`config.mk`:
```
export PLATFORM = sky130hd
export DESIGN_NAME = hex_key_encoder
export DESIGN_NICKNAME = d
export VERILOG_FILES = /design/src/rtl/hex_key_pkg.sv /design/src/rtl/hex_key_debounce.sv /design/src/rtl/hex_key_encoder.sv
export SDC_FILE = /design/constraint.sdc
export NUM_CORES = 1
export LEC_CHECK = 0
export CAP_MARGIN = 25
export CORE_UTILIZATION = 55
export CTS_BUF_LIST = sky130_fd_sc_hd__clkbuf_4
export CTS_CLUSTER_SIZE = 25
export DETAILED_ROUTE_END_ITERATION = 12
export PLACE_DENSITY_LB_ADDON = 0.1
export SLEW_MARGIN = 20
export SYNTH_ARGS = -nofsm -noshare
export SYNTH_HDL_FRONTEND = slang
export SYNTH_HIERARCHICAL = 1
export SYNTH_SLANG_ARGS = --single-unit
```
`constraint.sdc`:
```
create_clock -name clk -period 3.9 [get_ports clk]
set_clock_uncertainty 0.1 [all_clocks]
set_input_delay 0.39 -clock clk [delete_from_list [all_inputs] [get_ports clk]]
set_output_delay 0.39 -clock clk [all_outputs]
set_load 0.01 [all_outputs]
```
`src/rtl/hex_key_pkg.sv`:
```
// Shared types and constants for the hex key encoder front end.
package hex_key_pkg;

  localparam int NUM_KEYS = 16;

  typedef enum logic [1:0] {
    ST_IDLE = 2'd0,
    ST_EMIT = 2'd1,
    ST_GAP  = 2'd2
  } state_t;

  localparam logic KIND_ADD = 1'b0;
  localparam logic KIND_DEL = 1'b1;

  function automatic int clog2(input int value);
    int r;
    for (r = 0; (1 << r) < value; r++) begin
    end
    return (r < 1) ? 1 : r;
  endfunction

  // Lowest set index wins when several digits are pending at once.
  function automatic logic [3:0] lowest_index(input logic [NUM_KEYS-1:0] mask);
    logic [3:0] idx;
    idx = 4'd0;
    for (int i = NUM_KEYS - 1; i >= 0; i--) begin
      if (mask[i]) begin
        idx = i[3:0];
      end else begin
        idx = idx;
      end
    end
    return idx;
  endfunction

endpackage

```
`src/rtl/hex_key_debounce.sv`:
```
// Single-bit synchronizer plus tick-sampled debouncer with a one-cycle change flag.
module hex_key_debounce #(
  parameter int STABLE_SAMPLES = 4
) (
  input  logic clk,
  input  logic rst,
  input  logic raw,
  input  logic tick,
  output logic level,
  output logic change
);

  logic [1:0]                sync_r;
  logic [STABLE_SAMPLES-2:0] hist_r;
  logic [STABLE_SAMPLES-1:0] hist_nxt_s;
  logic                      level_r;
  logic                      change_r;

  // Newest sample joins the stored history to form the full window.
  assign hist_nxt_s = {hist_r, sync_r[1]};

  // Synchronize, shift history on tick, and accept a level once the window agrees.
  always_ff @(posedge clk) begin
    if (rst) begin
      sync_r   <= 2'b00;
      hist_r   <= '0;
      level_r  <= 1'b0;
      change_r <= 1'b0;
    end else begin
      sync_r <= {sync_r[0], raw};
      if (tick) begin
        hist_r <= hist_nxt_s[STABLE_SAMPLES-2:0];
        if ((&hist_nxt_s) && !level_r) begin
          level_r  <= 1'b1;
          change_r <= 1'b1;
        end else if (!(|hist_nxt_s) && level_r) begin
          level_r  <= 1'b0;
          change_r <= 1'b1;
        end else begin
          change_r <= 1'b0;
        end
      end else begin
        change_r <= 1'b0;
      end
    end
  end

  assign level  = level_r;
  assign change = change_r;

endmodule

```
`src/rtl/hex_key_encoder.sv`:
```
// Debounced hex keypad front end emitting spaced add/del strobes.
// Define HEX_KEY_ANY_EDGE_EN to make both switch edges enter a digit.
module hex_key_encoder
  import hex_key_pkg::*;
#(
  parameter int TICK_CYCLES    = 100000,
  parameter int STABLE_SAMPLES = 4,
  parameter int GAP_CYCLES     = 10000000
) (
  input  logic                clk,
  input  logic                rst,
  input  logic [NUM_KEYS-1:0] sw,
  input  logic                btn_del,
  output logic [3:0]          hex,
  output logic                add,
  output logic                del,
  output logic                busy
);

  localparam int TW = clog2(TICK_CYCLES);
  localparam int AW = clog2(STABLE_SAMPLES + 1);
  localparam int GW = clog2(GAP_CYCLES);

  logic [TW-1:0]       tick_cnt_r;
  logic                tick_s;
  logic [AW-1:0]       arm_cnt_r;
  logic                armed_r;
  logic [NUM_KEYS-1:0] key_level_s, key_change_s;
  logic                del_level_s, del_change_s;
  logic [NUM_KEYS-1:0] pending_r, key_set_s, key_clr_s, pend_nxt_s;
  logic                del_pending_r, del_set_s, del_clr_s, del_nxt_s;
  state_t              state_r;
  logic [GW-1:0]       gap_cnt_r;
  logic                gap_done_s, go_s, kind_s, busy_nxt_s;
  logic [3:0]          pick_s;
  logic [3:0]          hex_r;
  logic                add_r, del_r, busy_r;

  assign tick_s = (tick_cnt_r == TW'(TICK_CYCLES - 1));

  // Free-running debounce sample tick.
  always_ff @(posedge clk) begin
    if (rst) begin
      tick_cnt_r <= '0;
    end else if (tick_s) begin
      tick_cnt_r <= '0;
    end else begin
      tick_cnt_r <= tick_cnt_r + TW'(1);
    end
  end

  // Arms one cycle after the first full window so its change flags are dropped.
  always_ff @(posedge clk) begin
    if (rst) begin
      arm_cnt_r <= '0;
      armed_r   <= 1'b0;
    end else if (arm_cnt_r == AW'(STABLE_SAMPLES)) begin
      armed_r <= 1'b1;
    end else if (tick_s) begin
      arm_cnt_r <= arm_cnt_r + AW'(1);
    end else begin
      arm_cnt_r <= arm_cnt_r;
    end
  end

  for (genvar i = 0; i < NUM_KEYS; i++) begin : g_key
    hex_key_debounce #(.STABLE_SAMPLES(STABLE_SAMPLES)) u_db (
      .clk    (clk),
      .rst    (rst),
      .raw    (sw[i]),
      .tick   (tick_s),
      .level  (key_level_s[i]),
      .change (key_change_s[i])
    );
  end

  hex_key_debounce #(.STABLE_SAMPLES(STABLE_SAMPLES)) u_db_del (
    .clk    (clk),
    .rst    (rst),
    .raw    (btn_del),
    .tick   (tick_s),
    .level  (del_level_s),
    .change (del_change_s)
  );

  // Event capture, selection and next pending state; a same-cycle set beats a clear.
  always_comb begin
    key_set_s = '0;
    del_set_s = 1'b0;
    key_clr_s = '0;
    del_clr_s = 1'b0;
    if (armed_r) begin
`ifdef HEX_KEY_ANY_EDGE_EN
      key_set_s = key_change_s;
`else
      key_set_s = key_change_s & key_level_s;
`endif
      del_set_s = del_change_s & del_level_s;
    end else begin
      key_set_s = '0;
      del_set_s = 1'b0;
    end
    go_s   = (state_r == ST_IDLE) && (del_pending_r || (pending_r != '0));
    kind_s = del_pending_r ? KIND_DEL : KIND_ADD;
    pick_s = lowest_index(pending_r);
    if (go_s) begin
      if (kind_s == KIND_DEL) begin
        del_clr_s = 1'b1;
      end else begin
        key_clr_s = {{(NUM_KEYS-1){1'b0}}, 1'b1} << pick_s;
      end
    end else begin
      del_clr_s = 1'b0;
    end
    pend_nxt_s = (pending_r & ~key_clr_s) | key_set_s;
    del_nxt_s  = (del_pending_r & ~del_clr_s) | del_set_s;
    gap_done_s = (state_r == ST_GAP) && (gap_cnt_r == GW'(GAP_CYCLES - 3));
    busy_nxt_s = go_s || (state_r == ST_EMIT) || ((state_r == ST_GAP) && !gap_done_s)
                 || (pend_nxt_s != '0) || del_nxt_s;
  end

  // Strobe FSM: GAP plus the IDLE decision cycle spaces strobes exactly GAP_CYCLES apart.
  always_ff @(posedge clk) begin
    if (rst) begin
      state_r       <= ST_IDLE;
      gap_cnt_r     <= '0;
      pending_r     <= '0;
      del_pending_r <= 1'b0;
      hex_r         <= 4'h0;
      add_r         <= 1'b0;
      del_r         <= 1'b0;
      busy_r        <= 1'b0;
    end else begin
      pending_r     <= pend_nxt_s;
      del_pending_r <= del_nxt_s;
      busy_r        <= busy_nxt_s;
      add_r         <= 1'b0;
      del_r         <= 1'b0;
      case (state_r)
        ST_IDLE: begin
          gap_cnt_r <= '0;
          if (go_s) begin
            state_r <= ST_EMIT;
            if (kind_s == KIND_DEL) begin
              del_r <= 1'b1;
            end else begin
              add_r <= 1'b1;
              hex_r <= pick_s;
            end
          end else begin
            state_r <= ST_IDLE;
          end
        end
        ST_EMIT: begin
          state_r   <= ST_GAP;
          gap_cnt_r <= '0;
        end
        ST_GAP: begin
          if (gap_done_s) begin
            state_r   <= ST_IDLE;
            gap_cnt_r <= '0;
          end else begin
            gap_cnt_r <= gap_cnt_r + GW'(1);
          end
        end
        default: begin
          state_r   <= ST_IDLE;
          gap_cnt_r <= '0;
        end
      endcase
    end
  end

  assign hex  = hex_r;
  assign add  = add_r;
  assign del  = del_r;
  assign busy = busy_r;

endmodule

```
==> results.cfg <==
[grt]
grt_pass1_wl_um = 24500
grt_usage_pct = 21.2
grt_pass1_vias = 5356
grt_max_degree = 92
grt.overflow.total = 0
antenna_found_initial = 1

[pwr]
pwr-share-comb_pct = 5.8
power.internal_mw = 2.44
p_leak_nw = 2.87
power_density_nw_per_um2 = 387
peakVddDrop_mv = 0.369
seqPwrFrac_pct = 61.8
switching_share_pct = 24.4
clockPowerShare_pct = 32.3
switchingPower_mw = 0.787

[synthesis]
synth-xor-area-share_pct = 3.99
syn_nets = 835
synth_compound_area_share_pct = 9.12
synthTopCellsByArea = dfxtp_1, mux2i_1, nor2_1, nor2b_1, xor2_1
netlist_top_cells_count = dfxtp_1, nor2_1, mux2i_1
postSynthAreaPerCell_um2 = 9.48
yosys.area.top_type = dfxtp_1
synth_top_area_share_pct = 49.5
synth.distinct_cells = 56
ys_seq_area_share_pct = 49.5
synth_top_family_by_area = simple AND/OR/NAND/NOR gates
synthMuxAreaShare_pct = 6.90
synth_adder_area_share_pct = 0.814
synthCells = 811
netlist_area_um2 = 7690
synth_edf_count = 0
ys.flop_type = dfxtp_1
ys_ff_latch = 190
yosysMostFrequentCell = dfxtp_1
ys_async_sr_fraction_pct = 0
synth-simple-area-share_pct = 27.8
ys_warn_count = 6

[setup_path]
critPathKind = flip-flop to flip-flop
critPathMaxStageDelay_ns = 0.44
ff2ff_setup_slack_ns = 1.38
cp-start-kind = flip-flop
crit_slowest_cell = buf_12
crit_path_max_fanout = 91
required_ns = 4.28
critPathArrivalTime_ns = 2.91
path_cells = nor4b_1 > nand4_1 > nor4_2 > buf_12 > a41oi_1 > nor4_1
endpoint_kind = flip-flop

[clock_network]
cts_tree = done
postCtsHoldBufs = 0
cts-resized-gates = 0
clk_latency_ns = 0.58
clock-sinks = 190
root_buffer = clkbuf_4
htree_levels = 4
path_clk_slew_ns = 0.14
clock_path_buffers = 2
numCtsBuffers = 17
cts_setup_buffers = 0

[final_layout]
finalCoreUtilization_pct = 62.1
regArea_um2 = 3800
fill_cells = 1171
syn_to_final_growth_pct = 8.71
fin_area_um2 = 8360
fin_nets = 856
drive_gt1_share_pct = 5.09
multi_input_area_um2 = 3740

[floorplan]
die_h_um = 120
io_pins = 26
rows = 42
die_w_um = 120
core-area_um2 = 13500
die_area_um2 = 14500
initial_core_util_pct = 57.1

[min_path]
hp-class = input pin to flip-flop

[drt]
drc = 0
avgViaCountPerCell = 5.65
drt_wl_total_um = 14500
drt_first_pass_iters = 4
drt-initial-drc-count = 363
antenna_left = 0
wire_per_inst_um = 14.2
num_vias = 5779

[timing]
min_period_ns = 2.52
report.final.slew_viol_count = 0
whs_ns = 0.130
finalSetupTns_ns = 0
tightest_slew_ns = 0.902
relSlewSlack_pct = 39.7
min_period_over_period_pct = 64.7
hold_viol = 0
setup_slack_ns = 1.38
clock.fmax_mhz = 396
rsz0062_at_grt = false
finalSetupViolCount = 0

[place]
place_congestion = 0.876
io_buffers = 25
dpl_worst_slack_ns = 1.41
dp_hpwl_um = 9670
post_dp_cell_area_um2 = 8080

[flow_run]
maxCapViolations = 0

[outcome]
status = completed
sequential cells by signal, summed over array words and instances (netlist names):
register,count
g_key.u_db/level,16
g_key.u_db/change,16
g_key.u_db/hist_r,48
arm_cnt_r,3
hex,4
armed_r,1
add,1
u_db_del/sync_r,2
busy,1
pending_r,16
u_db_del/hist_r,3
gap_cnt_r,24
state_r,2
u_db_del/change,1
tick_cnt_r,17
g_key.u_db/sync_r,32
u_db_del/level,1
del,1
del_pending_r,1
metrics by stage:
stage | total power, mW | std cells
finish | 3.23 | 1022
global route | 3.38 | 1022
detailed placement | 2.23 | 989
global placement | 2.23 | 989
CTS | 3.28 | 1021
floorplan | 2.14 | 811
worst max-delay path: cells and delay by family (launching register included):
kind	cells	cell delay, ns
and+or+nand+nor	4	1.27
DFF	1	0.38
AOI/OAI and AO/OA	1	0.21
buffers and inverters	1	0.44
layout make-up:
cell class,instances,share of cell area (%)
Tap cell,176,2.64
Inverter,6,0.270
Antenna cell,1,0.0299
Timing Repair Buffer,29,3.47
Sequential cell,190,45.5
Clock buffer,18,1.62
Clock inverter,14,1.69
Multi-Input combinational cell,588,44.8
routing by layer:
| metal | vias to the layer above | part of all wire (%) | GRT usage, % |
|---|---|---|---|
| met3 | 12 | 3.2 | 5.85 |
| met5 | - | 0 | 0 |
| met4 | 0 | 1.0 | 6.71 |
| li1 | 2975 | - | - |
| met2 | 91 | 48 | 35.2 |
| met1 | 2701 | 47 | 26.7 |
power groups by stage:
stage               Sequential [mW]  Clock (mW)  Combinational, mW
floorplan                      2.04           0              0.102
global placement               2.04           0              0.186
detailed placement             2.04           0              0.188
CTS                            2.00        1.09              0.189
global route                   2.00        1.17              0.207
finish                         2.00        1.04              0.188
layout by cell type (no fill, tap or decap), types with 3 or more instances in the layout:
master	n
a21oi_1	21
a22oi_1	3
a32o_1	5
a41oi_1	18
and3_1	8
and3b_1	17
buf_4	4
clkbuf_4	18
clkdlybuf4s50_1	24
clkinvlp_4	5
dfxtp_1	190
ha_1	5
inv_1	6
inv_6	3
mux2i_1	53
nand2_1	25
nand2b_1	19
nand3_1	31
nand4_1	27
nor2_1	136
nor2b_1	41
nor3_1	7
nor3b_1	18
nor4_1	25
o21ai_0	10
o22ai_1	17
o31ai_1	5
or3_1	22
xnor2_1	13
xor2_1	22
logic make-up after synthesis:
| logic type | after synthesis |
|---|---|
| buffers and inverters | 33 |
| AO/OA/AOI/OAI | 100 |
| AND/OR/NAND/NOR | 395 |
| XOR/XNOR | 35 |
| multiplexers | 53 |
| flip-flops | 190 |
| adder cells (fa/ha/maj) | 5 |
final timing paths:
path                                  startpoint                                   end  depth (start not counted)
max                     tick_cnt_r[8]$_SDFF_PP0_           u_db_del/level$_SDFFE_PP0P_                          6
min                                          rst  g_key[0].u_db/hist_r[2]$_SDFFE_PP0P_                          2
max reg2reg             tick_cnt_r[8]$_SDFF_PP0_           u_db_del/level$_SDFFE_PP0P_                          6
min reg2reg  g_key[13].u_db/sync_r[0]$_SDFF_PP0_   g_key[13].u_db/sync_r[1]$_SDFF_PP0_                          1
(Power assumes the default switching activity.)
